`config.mk`:
```
export PLATFORM = sky130hd
export DESIGN_NAME = instr_issue_tx
export DESIGN_NICKNAME = d
export VERILOG_FILES = /design/src/rtl/instr_issue_tx.sv
export SDC_FILE = /design/constraint.sdc
export NUM_CORES = 1
export LEC_CHECK = 0
export BUFFER_PORTS_ARGS = -buffer_cell sky130_fd_sc_hd__buf_2
export CAP_MARGIN = 0
export CORE_MARGIN = 2
export CORE_UTILIZATION = 35
export CTS_BUF_LIST = sky130_fd_sc_hd__clkbuf_2 sky130_fd_sc_hd__clkbuf_4 sky130_fd_sc_hd__clkbuf_8
export DETAILED_ROUTE_END_ITERATION = 10
export PLACE_DENSITY = 0.5
export SETUP_SLACK_MARGIN = 0.2
export SLEW_MARGIN = 0
export SYNTH_ARGS = -nofsm -noshare
export SYNTH_HDL_FRONTEND = slang
export SYNTH_SLANG_ARGS = --single-unit
```
`constraint.sdc`:
```
create_clock -name clk -period 7.4 [get_ports clk]
set_clock_uncertainty 0.1 [all_clocks]
set_input_delay 0.74 -clock clk [delete_from_list [all_inputs] [get_ports clk]]
set_output_delay 0.74 -clock clk [all_outputs]
set_load 0.05 [all_outputs]
```
`src/rtl/instr_issue_tx.sv`:
```
// Transmitter side of the four-phase req/ack link from fetch to decode.
// Buffers fetched instruction/PC words and issues each one as a
// return-to-zero handshake. The ack is synchronised, a branch flush drops
// words that have not been launched, and a stalled handshake is flagged.
//
// Ports:
//   clk, reset           clock, asynchronous active-low reset
//   in_valid/in_ready    fetch-side valid/ready (in_ready = count < DEPTH)
//   in_instr, in_pc      word written into the buffer
//   flush                discard every buffered (unlaunched) word
//   req, ack             four-phase handshake towards decode
//   instr_out, pc_out    word presented with req, held between launches
//   busy                 transaction in flight
//   err_timeout          sticky: no ack edge within TIMEOUT cycles
//   tx_count             completed transactions (wrapping)
module instr_issue_tx #(
   parameter int unsigned DEPTH       = 2,
   parameter int unsigned SYNC_STAGES = 2,
   parameter int unsigned TIMEOUT     = 255
) (
   input  logic        clk,
   input  logic        reset,
   input  logic        in_valid,
   input  logic [31:0] in_instr,
   input  logic [7:0]  in_pc,
   output logic        in_ready,
   input  logic        flush,
   output logic        req,
   input  logic        ack,
   output logic [31:0] instr_out,
   output logic [7:0]  pc_out,
   output logic        busy,
   output logic        err_timeout,
   output logic [15:0] tx_count
);

   localparam int unsigned IW       = 32;
   localparam int unsigned PCW      = 8;
   localparam int unsigned TXW      = 16;
   localparam int unsigned AW       = $clog2(DEPTH);
   localparam int unsigned PW       = AW + 1;
   localparam int unsigned CW       = $clog2(TIMEOUT + 2);
   localparam int unsigned TMO_LAST = (TIMEOUT == 0) ? 0 : TIMEOUT - 1;

   typedef enum logic [1:0] {
      IDLE    = 2'd0,
      REQ     = 2'd1,
      RELEASE = 2'd2
   } state_t;

   state_t            state;
   state_t            next_state;
   logic              launch;
   logic              tx_done;

   logic [IW-1:0]     mem_instr [DEPTH];
   logic [PCW-1:0]    mem_pc    [DEPTH];
   logic [PW-1:0]     wr_ptr;
   logic [PW-1:0]     rd_ptr;
   logic [PW-1:0]     count;
   logic              empty;
   logic              wr_en;

   logic [SYNC_STAGES-1:0] sync_q;
   logic              ack_s;

   logic [CW-1:0]     tmo_cnt;
   logic              state_chg;

   // Buffer occupancy from the extra-bit pointers
   assign count    = wr_ptr - rd_ptr;
   assign empty    = (count == '0);
   assign in_ready = (count < PW'(DEPTH));
   // A word offered in the same cycle as a flush is dropped with the rest
   assign wr_en    = in_valid && in_ready && !flush;

   // Ack synchroniser; all FSM decisions use ack_s only
   always_ff @(posedge clk or negedge reset) begin
      if (!reset) begin
         sync_q <= '0;
      end else begin
         sync_q <= {sync_q[SYNC_STAGES-2:0], ack};
      end
   end
   assign ack_s = sync_q[SYNC_STAGES-1];

   // Buffer storage (data only, no reset needed)
   always_ff @(posedge clk) begin
      if (wr_en) begin
         mem_instr[wr_ptr[AW-1:0]] <= in_instr;
         mem_pc[wr_ptr[AW-1:0]]    <= in_pc;
      end
   end

   // Buffer pointers; flush empties the buffer by catching rd up to wr
   always_ff @(posedge clk or negedge reset) begin
      if (!reset) begin
         wr_ptr <= '0;
         rd_ptr <= '0;
      end else if (flush) begin
         rd_ptr <= wr_ptr;
      end else begin
         if (wr_en)  wr_ptr <= wr_ptr + PW'(1);
         if (launch) rd_ptr <= rd_ptr + PW'(1);
      end
   end

   // State register
   always_ff @(posedge clk or negedge reset) begin
      if (!reset) begin
         state <= IDLE;
      end else begin
         state <= next_state;
      end
   end

   // Next state; a stale ack_s=1 in IDLE holds off the launch
   always_comb begin
      next_state = state;
      launch     = 1'b0;
      tx_done    = 1'b0;
      case (state)
         IDLE: begin
            if (!empty && !ack_s && !flush) begin
               launch     = 1'b1;
               next_state = REQ;
            end
         end
         REQ: begin
            if (ack_s) begin
               tx_done    = 1'b1;
               next_state = RELEASE;
            end
         end
         RELEASE: begin
            if (!ack_s) next_state = IDLE;
         end
         default: next_state = IDLE;
      endcase
   end

   // Registered handshake outputs; data only moves on a launch
   always_ff @(posedge clk or negedge reset) begin
      if (!reset) begin
         req       <= 1'b0;
         busy      <= 1'b0;
         instr_out <= '0;
         pc_out    <= '0;
         tx_count  <= '0;
      end else begin
         req  <= (next_state == REQ);
         busy <= (next_state != IDLE);
         if (launch) begin
            instr_out <= mem_instr[rd_ptr[AW-1:0]];
            pc_out    <= mem_pc[rd_ptr[AW-1:0]];
         end
         if (tx_done) tx_count <= tx_count + TXW'(1);
      end
   end

   assign state_chg = (next_state != state);

   // Handshake stall watchdog: counts cycles spent in the current phase
   always_ff @(posedge clk or negedge reset) begin
      if (!reset) begin
         tmo_cnt     <= '0;
         err_timeout <= 1'b0;
      end else begin
         if (state_chg) begin
            tmo_cnt <= '0;
         end else if (state != IDLE && tmo_cnt != '1) begin
            tmo_cnt <= tmo_cnt + CW'(1);
         end
         if (TIMEOUT != 0 && state != IDLE && !state_chg &&
             tmo_cnt == CW'(TMO_LAST)) begin
            err_timeout <= 1'b1;
         end
      end
   end

endmodule
```
==> results of run 1 <==
-- area by class of cell --
| type | count | area, um^2 |
|---|---|---|
| multi-input cells | 230 | 1660 |
| fillers | 1601 | 9870 |
| well taps | 225 | 282 |
| diodes | 1 | 2.50 |
| clock inverters | 12 | 161 |
| clock buffers | 20 | 256 |
| flip-flops and latches | 156 | 4310 |
| repair buffers | 109 | 561 |
| inverters | 5 | 18.8 |
-- power by group through the flow --
stage	Sequential, uW	Clock (uW)	Combinational, uW
after floorplan	1690	0	567
after global placement	1300	0	1240
after detailed placement	1300	0	1260
after CTS	1280	687	1260
after global routing	1310	728	1330
final	1280	663	1240
-- final timing paths --
| check | from | end | slack (ns) | cells after the start |
|---|---|---|---|---|
| min in group clk | sync_q[0] | sync_q[1] | 0.26 | 0 |
| max | rd_ptr[0] | in_ready | 4.24 | 4 |
| min reg2reg | sync_q[0] | sync_q[1] | 0.26 | 0 |
| max in group asynchronous | reset | rd_ptr[0] | 6.08 | 2 |
| max reg2reg | rd_ptr[0] | rd_ptr[1] | 4.41 | 6 |
| min | reset | instr_out[29] | 0.12 | 1 |
-- state kept, by name, indices dropped and copies added (netlist names) --
name,cells
state,2
tx_count,16
sync_q,2
pc_out,8
tmo_cnt,9
req,1
busy,1
wr_ptr,2
err_timeout,1
mem_instr,64
mem_pc,16
rd_ptr,2
instr_out,32
-- worst reg2reg max path, stage by stage, from the launching register on --
cell      delay, ns
dfrtp_2        0.35
buf_4          0.63
ha_1           0.42
a211oi_4       0.20
buf_4          0.83
a211o_1        0.25
o211ai_1       0.09
-- metal layers --
layer	track usage, %	share of wire [%]	up-vias
met5	0	0	-
met2	20.5	48	83
met1	16.6	44	1650
met3	5.27	6.6	9
li1	-	-	1667
met4	4.34	1.2	0
-- synth_stat cells (all sizes together) (2+ instances only) --
cell type and count:
ha 5, nor3 2, a21oi 43, o21bai 2, nor2 54, dfrtp 76, nand2b 2, xnor2 19
mux2i 40, nand4 5, nor4 2, edfxtp 80, buf 12, nand3b 2, nand3 8, a211oi 2
nand2 17, clkbuf 5, inv 5, and3 3, and2 2, xor2 9
-- logic make-up after synthesis --
family                   Yosys count  synth area share [%]
AO/OA/AOI/OAI                     54                  7.47
flip-flops                       156                  70.8
multiplexers                      41                  6.77
AND/OR/NAND/NOR                  102                  7.66
adder cells (fa/ha/maj)            5                  1.03
XOR/XNOR                          28                  4.03
buffers and inverters             22                  2.22
-- through the flow --
step | total power [uW] | setup WS (ns) | utilization (%)
after detailed placement | 2560 | 4.34 | 39.9
after CTS | 3230 | 4.18 | 42.3
final | 3180 | 4.24 | 42.3
after floorplan | 2260 | 3.37 | -
after global routing | 3370 | 4.09 | 42.3
after global placement | 2540 | 4.38 | 39.9
==> impl_summary.md, run 1 <==
Drt
The final layout contains routed wiring with a total length of around 11000 um. For this run, design rule violations remaining after detail routing come to 0. The total via count after detailed routing is 3409. The routed length per placed instance is 14.7 um. The first routing iteration left 101 violations. In the routed layout, each cell is associated on average with a via count of ~4.5. The length of the first detailed-routing pass in iterations is 4. The antenna violation net count after detailed routing is 0.

Layout
The area of all placed cells without fillers is between 7000 and 8000 um^2. Compared with the post-synthesis result, the final layout area differs by 19.1%. In the layout the commonest cells are buf_2 (103), edfxtp_1 (80), dfrtp_1 (75).

The count of cells in the finished layout, fillers not included, comes to 758. The net total in the final layout is between 500 and 600. The post-route netlist has between 30% and 40% of its cells at a drive strength greater than 1. The most common cell after layout, fill and taps aside is buf_2.

Global routing
The first global-routing pass estimated 18000 um of wire. The largest net degree at the start of global routing is 84. The number of global-route vias before repair is 3443.

The initial antenna violation count came to 1. For this run the aggregate overflow at the end of global routing stands at 0. Global routing used between 10% and 20% of the available tracks across all layers.

Yosys
Ranked by total cell area, the synthesized netlist is headed by edfxtp_1 (40%), dfrtp_1 (31%), mux2i_1 (6.6%). The yosys synthesis warning count is 0. The cell type with the largest total area after synthesis is edfxtp_1.

The fraction of post-synthesis cell area in the top cell type by area is 39.5%. The main flop type after synthesis is edfxtp_1. The number of instances in the synthesized netlist is 408. The distinct cell type count after synthesis is 40. Synthesis produced a netlist with a net count of 458. The sequential share of the synthesized area is 70.8%.

The number of flops mapped to enable cells by yosys is 80. Each instance of the synthesized netlist takes up on average 14.9 um^2. The synthesized design contains 156 register bits. Of all flip-flops after synthesis, the portion carrying an async set or reset was 48.7%.

The synthesized netlist occupies a cell area of 6080 um^2.

STA
The final period demand of the worst path is 3.16 ns. Based on the critical path, the design can be clocked at up to 0.316 GHz. The final number of max-transition violations is 0. Setup repair after global routing left no endpoint under its margin. The final hold violation count is 0. The pin slew with the least headroom to its limit is around 1.0 ns. The sum of negative setup slack is 0 ns. Of the available clock period, the critical path in the final layout requires a little over two fifths. Setup violations remaining at the end of the flow were counted as 0. The worst-case headroom to the max-slew limit is 30.4%. On the final layout, the worst hold slack is 0.117 ns.

Clock tree
The cell at the root of the clock tree is clkbuf_8. The later pin in the worst-skew pair is clocked with a latency of 0.44 ns. The TritonCTS clock tree is done. The number of buffers inserted during clock tree synthesis is 17.

The number of gates given a new drive strength after cts is 0. After clock tree synthesis, the flow added hold-fix buffers numbering 0. In this run the number of H-tree levels came out at 4. Clock-pin slew was measured on the worst setup and hold paths at 0.08 ns.

Once the clock tree was built, the setup fixing pass inserted 0 buffers. The clock tree buffer depth is 2. For this design, the sink count on the clock tree is 156.

Job
Across the run, the number of max-cap violations was 0.

Floorplan
The die is 136 um wide. In this run the count of I/O pins placed on the die edge is between 100 and 150. The row count is between 40 and 50.

The die outline height is 136 um. The starting density of the core is 35.5%. The core area is around 17000 um^2. The floorplan step defined a die boundary enclosing between 15000 and 20000 um^2.

Setup path
For this design, the slowest cell found on the critical path is buf_4. The kind of cell with the highest combined delay along the critical path is buffers and inverters. The largest single stage delay on the critical path is 0.63 ns. Walking the worst path, the cells encountered are buf_4 -> ha_1 -> xor2_1 -> buf_2. The critical path required time is 6.56 ns. The number of buffers and inverters on the critical path is 2. The critical setup path kind is reg2out. The critical path data arrival time is between 2 and 2.5 ns. The startpoint type of the worst setup path is a flip-flop.

STA classifies the critical path endpoint as a primary output. The maximum net fanout on the critical path is between 40 and 50.

Power and ir drop
The leakage component of the power is 0.00291 uW. The peak ir drop on the vdd network is 216 uV. In this run the power spent charging and discharging nets is ~1300 uW. Net switching is 42.4% of the power. In this run the power density over the cells is 439 nW/um^2.

The combinational cell fraction of total power is around 39%. Of the total power, the clock network draws a little over a fifth. The portion of total power attributed to sequential cells is roughly two fifths.

The cell-internal power is around 1800 uW.

Placement
The wire-length estimate of the detail-placed layout is 6860 um. Buffers placed on the I/O ports in this run total around 100. The congestion estimate from routability-driven global placement came to about 0.74. The number of placed instances, taps included, is 725. In this run the cell area measured after placement is 6820 um^2.

Status
The run finished with clean final reports.

Hold path
In this run the worst hold path is classified as in2async.
No activity file was read; power rests on OpenSTA's default activity.
==> run 2, diff against run 1 <==
- clock period: 7.4 -> 3.26 ns (I/O delays scaled with it)
==> impl_summary.md, run 2 (synthesis results as in run 1) <==
Floorplan
The die outline height is 136 um (unchanged). The width of the die was 136 um (unchanged). The floorplan die area is 18400 um^2 (unchanged). The starting density of the core came to 35.5% (unchanged). The row count is 48 (unchanged). The top-level I/O count is 105 (unchanged).

The core area is 17100 um^2 (unchanged).

Drt
The starting DRC count in detailed routing was 164 (+62%). The total via count after detailed routing is 3577 (+4.9%). The sum of routed wire segments on met1 is 5190 um (+6.1%). The routed length per placed instance is 14.4 um (-2.2%).

The via density per instance was 4.48 (-0.33%). The DRC violation count after routing is 0 (unchanged). The met2 wire length is 5600 um (+3.4%). The antenna violation net count after detailed routing is 0 (unchanged).

The wire length on met3 came to 591 um (-19%). The top routing layer in use is met5. The length of the first detailed-routing pass in iterations is 4 (unchanged).

The total wire length was 11500 um (+3.0%).

STA
The final period demand of the worst path is 2.35 ns. The final cycle utilization of the critical path is 72.1%. The pin slew with the least headroom to its limit is 1.01 ns (-0.0389 ns). Setup repair after global routing left no endpoint under its margin. The maximum clock frequency is 0.426 GHz. The count of endpoints failing setup in the final report is 0 (unchanged).

The sum of negative setup slack was 0 ns (unchanged). The final number of max-transition violations is 0 (unchanged). The final hold violation count is 0 (unchanged). The worst-case headroom to the max-slew limit came to 33.0% (+2.6 points).

Layout
The most common cell after layout, fill and taps aside is buf_2. The total inserted antenna cells came to 0 (-1). The final instance count without filler cells is 798 (+5.3%). The final cell utilization of the core is 45.1% (+2.8 points). The area of all placed cells without fillers is 7720 um^2 (+6.6%). Leaving out fill and tap cells, the most frequent cells in the layout are buf_2 (103), edfxtp_1 (80), dfrtp_1 (75). The net total in the final layout came to 611 (+7.4%). The flip-flop count of the largest register after layout is 64 (unchanged). The layout overhead on the synthesized area is 27.0%. The share of layout cells above drive strength 1 came to 32.6% (-2.7 points).

The final-layout fill cell count was 1601 (unchanged).

Setup path
The maximum net fanout on the critical path was 40 (-9.1%). The worst setup path is captured at a flip-flop. The startpoint type of the worst setup path is a flip-flop.

The internal reg-to-reg setup slack is 0.91 ns (-3.50 ns). The critical path required time is 3.24 ns (-3.32 ns). The critical path data arrival time is 2.33 ns (about the same).

The critical setup path kind is reg2reg.

Clock tree
The insertion delay of the later-clocked pin in the worst-skew pair is 0.44 ns (about the same). The clock tree buffer depth is 2 (unchanged). The register clock-pin slew on the reported worst setup and hold paths came to 0.08 ns (about the same). The TritonCTS clock tree is done. The cell at the root of the clock tree is clkbuf_8. The number of H-tree levels is 4 (unchanged).

The count of buffers added by post-CTS timing repair for setup is 0 (unchanged). The sink count of the clock tree is 156 (unchanged). The number of buffers inserted during clock tree synthesis came to 17 (unchanged).

Placement
The cell area after placement is 6830 um^2 (+0.18%). The final HPWL from detailed placement was 7250 um (+5.7%). The last weighted congestion value of the routability-driven placer is 0.736 (-0.82%). The instance count after placement with tap cells included is 725 (unchanged). The number of buffers added on ports is 104 (unchanged).

Global routing
The remaining global-route overflow is 0 (unchanged). The largest net degree at the start of global routing is 77 (-8.3%). The global-route wire length before repair is 18500 um (+2.8%).

The initial antenna violation count came to 1 (unchanged). The number of global-route vias before repair is 3661 (+6.3%). The combined global-route utilization of all metal layers came to 13.3% (+0.21 points).

Status
The run finished with clean final reports.

Hold path
The min-delay analysis places its worst path in the category in2reg.

Power and ir drop
The total power density per cell area is 961 nW/um^2 (+120%). The peak ir drop on the vdd network came to 617 uV (+190%). The post-route total power is 7420 uW (+130%).

The leakage component of the power is 0.00311 uW (+7.0%).

Job
The count of maximum capacitance violations is 0 (unchanged).
run 2: changes by cell type in the layout (fill, tap and decap cells not counted):
| cell | change |
|---|---|
| buf_12 | +1 |
| buf_4 | -1 |
| bufinv_16 | +2 |
| clkbuf_4 | -1 |
| clkbuf_8 | +2 |
| clkinv_4 | -1 |
| clkinvlp_4 | -1 |
| diode_2 | -1 |
| dlygate4sd3_1 | +42 |
| inv_6 | -2 |
run 2: through the flow:
stage / worst slack [ns] / hold WS [ns]
6_report: 0.910 / 0.0634
5_1_grt: 0.684 / 0.0509
4_1_cts: 0.861 / 0.0181
3_5_place_dp: 0.876 / 0.242
3_3_place_gp: 0.962 / 0.280
2_1_floorplan: 0.267 / -0.0696
run 2: worst paths after layout:
path | from | to | depth (start not counted)
setup / recovery | wr_ptr[1] | mem_instr[0][8] | 5
hold / removal | flush | rd_ptr[0] | 2
setup reg to reg | wr_ptr[1] | mem_instr[0][8] | 5
hold reg to reg | sync_q[0] | sync_q[1] | 0
max in group asynchronous | reset | rd_ptr[0] | 2
min in group asynchronous | reset | tmo_cnt[2] | 2
run 2: per-layer routing:
layer	vias to the layer above	global-route usage [%]
met4	2	4.34
met5	-	0
met2	84	21.8
met1	1734	16.5
li1	1747	-
met3	10	4.71
run 2: layout make-up:
cell class	count	area, um^2	share of cell area [%]
timing repair buffer	151	993	12.9
clock buffer	21	277	3.58
inverter	5	18.8	0.243
multi-input combinational	230	1660	21.4
clock inverter	10	188	2.43
tap	225	282	3.65
sequential	156	4310	55.8
run 2: critical path, stage by stage (launching register included):
cell      delay (ns)
dfrtp_1         0.42
xnor2_1         0.40
xor2_1          0.27
nand3b_1        0.19
nor2_4          0.11
buf_4           0.49
run 2: what timing repair did:
item,4_1_cts,5_1_grt
resized for setup,0,0
endpoints found under the hold margin,156,0
setup endpoints to repair,0,0
hold buffers,42,0
run 2: power breakdown:
part | switching (uW) | leakage [uW] | total, uW | internal, uW
combinational | 2060 | 0.00124 | 2870 | 807
clock | 687 | 0.000229 | 1660 | 968
sequential | 285 | 0.00164 | 2890 | 2610
==> run 3, diff against run 2 <==
- ABC_AREA: not set -> 1
- PLACE_DENSITY: 0.5 -> 0.52
- clock period: 3.26 -> 1.9 ns (I/O delays scaled with it)
==> impl_summary.md, run 3 <==
Yosys
The synthesized design spends more area on one cell type than any other, namely edfxtp_1. The distinct cell type count after synthesis was 29 (-28%). The number of flip-flops and latches in the synthesized netlist is 156 (unchanged). The number of instances in the synthesized netlist is 537 (+32%). The share of synthesized registers carrying an async set or reset is 48.7% (unchanged). The yosys synthesis warning count came to 0 (unchanged). By area the synthesized netlist is led by edfxtp_1 (38%), dfrtp_1 (30%), nand2_1 (9.0%). The fraction of post-synthesis cell area in the top cell type by area was 38.4% (-1.1 points). The per-instance average area after synthesis came to 11.7 um^2 (-22%). The most common cell in the netlist is nand2_1.

The cell area after synthesis is 6260 um^2 (+3.0%). Among all flip-flop cells after synthesis, the most frequent one is edfxtp_1. The sequential share of the synthesized area is 68.8% (-2.1 points). By count the netlist is led by nand2_1 (150), edfxtp_1 (80), dfrtp_1 (76), or2_2 (41), o211ai_1 (40).

The number of flops mapped to enable cells by yosys is 80 (unchanged). The number of nets in the synthesized netlist was 587 (+28%).

Hold path
The number of instances on the worst hold path was 4 (+2). The worst min-delay path category is in2reg. The worst hold path terminates at rd_ptr[0].

The worst hold path begins at flush.

Status
The flow ran to the end, and the final reports show no timing, DRC or antenna violations.

Drt
The via density per instance is 4.61 (+2.9%). The total via count after detailed routing is 4429 (+24%). The routed length per placed instance was 15.3 um (+6.4%).

The DRC violation count after routing was 0 (unchanged). The length of the first detailed-routing pass in iterations is 6 (+2). The total wire length is 14700 um (+28%). The starting DRC count in detailed routing is 213 (+30%). The antenna violation net count after detailed routing came to 0 (unchanged).

Floorplan
The die outline height is 138 um (+1.4%). The row count is 48 (unchanged). The starting density of the core is 35.9% (+0.43 points). The width of the die came to 138 um (+1.4%).

The core area is 17400 um^2 (+1.8%). The top-level I/O count is 105 (unchanged). The floorplan die area is 19000 um^2 (+2.9%).

Layout
The final instance count without filler cells is 960 (+20%). The share of layout cells above drive strength 1 is 34.3% (+1.7 points). In the layout the commonest cells are nand2_1 (146), buf_2 (102), edfxtp_1 (80). The final-layout fill cell count was 1646 (+2.8%).

Compared with the post-synthesis result, the final layout area differs by 34.1%. The flip-flop count of the largest register after layout is 64 (unchanged). The net total in the final layout is 772 (+26%). The library cell used most frequently in the layout, excluding fill and tap cells, is nand2_1. The total inserted antenna cells is 0 (unchanged).

Global routing
The largest net degree at the start of global routing is 44 (-43%). The initial antenna violation count is 0 (-1). The global-route wire length before repair was 22800 um (+23%).

The combined global-route utilization of all metal layers is 15.9% (+2.6 points). The number of global-route vias before repair is 4538 (+24%). The remaining global-route overflow is 0 (unchanged).

Placement
The number of buffers added on ports is 104 (unchanged). The instance count after placement with tap cells included is 864 (+19%). The last weighted congestion value of the routability-driven placer is 0.788 (+7.0%). The final HPWL from detailed placement is 8590 um (+18%). The pre-CTS worst setup slack was -0.0524 ns (-0.929 ns).

STA
The final cycle utilization of the critical path came to 96.1% (+24 points). The count of endpoints failing setup in the final report was 0 (unchanged). The worst setup slack after layout is 0.0747 ns (-0.835 ns). The pin slew with the least headroom to its limit is 0.593 ns (-0.413 ns). The worst hold slack is 0.0546 ns (-0.00873 ns). Setup repair after global routing could not meet its margin everywhere. The final number of max-transition violations is 0 (unchanged).

The maximum clock frequency was 0.548 GHz (+29%). The final hold violation count was 0 (unchanged). The worst-case headroom to the max-slew limit is 60.5% (+28 points). The final period demand of the worst path is 1.83 ns (-0.525 ns).

Power and ir drop
The total power density per cell area is 1510 nW/um^2 (+57%). The leakage component of the power is 0.00373 uW (+20%). The post-route total power is 12700 uW (+71%). The peak ir drop on the vdd network came to 931 uV (+51%).

Setup path
The endpoint identified for the worst register-to-register timing path is mem_pc[0][7]. The internal reg-to-reg setup slack is 0.07 ns (-0.84 ns). The worst setup path is captured at a flip-flop. In this run the critical register-to-register path is launched from rd_ptr[0]. The maximum net fanout on the critical path was 23 (-43%).

The setup path with the least slack is of type reg2reg. The length in cells of the worst reg-to-reg path is 6 (+1). The critical path data arrival time is 1.88 ns (-0.45 ns). The critical path required time is 1.95 ns (-1.29 ns). The startpoint type of the worst setup path is a flip-flop.

Job
The count of maximum capacitance violations came to 0 (unchanged).

Clock tree
The cell at the root of the clock tree is clkbuf_8. The insertion delay of the later-clocked pin in the worst-skew pair is 0.45 ns (about the same). The number of H-tree levels was 4 (unchanged).

The sink count of the clock tree was 156 (unchanged). TritonCTS built the clock tree. The number of buffers inserted during clock tree synthesis was 17 (unchanged). The clock tree buffer depth is 2 (unchanged). The register clock-pin slew on the reported worst setup and hold paths is 0.08 ns (about the same).
## run 3: cell types whose count changed after synthesis, sizes merged, moves of 4 or more
cell    delta
mux2i     -40
xnor2     -13
nor2      -25
nand2    +138
or2       +42
nand3      +6
inv       +32
a21oi     -38
o21ai      +6
xor2       -4
o211ai    +39
## run 3: cell type report
| cell class | count | area [um^2] | area share, % |
|---|---|---|---|
| Clock buffer | 22 | 278 | 3.31 |
| Clock inverter | 10 | 92.6 | 1.10 |
| Inverter | 37 | 146 | 1.74 |
| Multi-Input combinational cell | 326 | 1830 | 21.7 |
| Sequential cell | 156 | 4310 | 51.3 |
| Tap cell | 225 | 282 | 3.35 |
| Timing Repair Buffer | 184 | 1460 | 17.4 |
## run 3: worst max-delay path, cell delays in order (launching register included)
cell and delay, ns:
dfrtp_2 0.44, ha_4 0.16, nand3b_1 0.18, nand2_4 0.13
nand2_4 0.09, nor2_4 0.20, buf_12 0.22
## run 3: cells by family after synthesis
| family | Yosys count | share of synthesized area, % |
|---|---|---|
| flip-flops | 156 | 68.8 |
| buffers and inverters | 55 | 4.06 |
| adder cells (fa/ha/maj) | 5 | 0.999 |
| AO/OA/AOI/OAI | 53 | 5.88 |
| XOR/XNOR | 11 | 1.54 |
| AND/OR/NAND/NOR | 257 | 18.8 |
## run 3: worst max path at each step
stage	from	endpoint	slack (ns)
after floorplan	wr_ptr[0]	mem_instr[1][0]	-0.38
after global placement	wr_ptr[0]	pc_out[4]	-0.01
after detailed placement	rd_ptr[0]	pc_out[4]	-0.05
after CTS	rd_ptr[0]	in_ready	0.07
after global routing	tmo_cnt[0]	tmo_cnt[2]	-0.002
final	rd_ptr[0]	mem_pc[0][7]	0.07
## run 3: per-layer routing
layer	GRT usage [%]	vias up	routed length, um	part of all wire [%]
met2	27.2	124	7200	49
met1	19.7	2109	6540	44
li1	-	2184	-	-
met3	4.38	12	862	5.9
met4	4.88	0	122	0.83
met5	0	-	0	0
## run 3: what timing repair did
action | 4_1_cts | 5_1_grt
pin swaps | 3 | 6
resized for setup | 24 | 22
hold buffers | 42 | 0
setup buffers | 7 | 10
cloned | 0 | 5
endpoints found under the hold margin | 120 | 0
endpoints found under the setup margin | 130 | 133
## run 3: power by group
group / total [uW] / switching (uW) / internal, uW
Sequential: 4790 / 415 / 4370
Combinational: 5540 / 3710 / 1830
Clock: 2370 / 1240 / 1130
Total: 12700 / 5370 / 7330
## run 3: per-stage QoR
stage / TNS, ns / util [%] / instance area (um^2)
6_report: 0 / 48.2 / 8390
5_1_grt: -0.00215 / 48.2 / 8390
4_1_cts: 0 / 46.6 / 8120
3_5_place_dp: -0.344 / 41.3 / 7180
3_3_place_gp: -0.0321 / 41.3 / 7180
2_1_floorplan: -29.60 / - / 6310
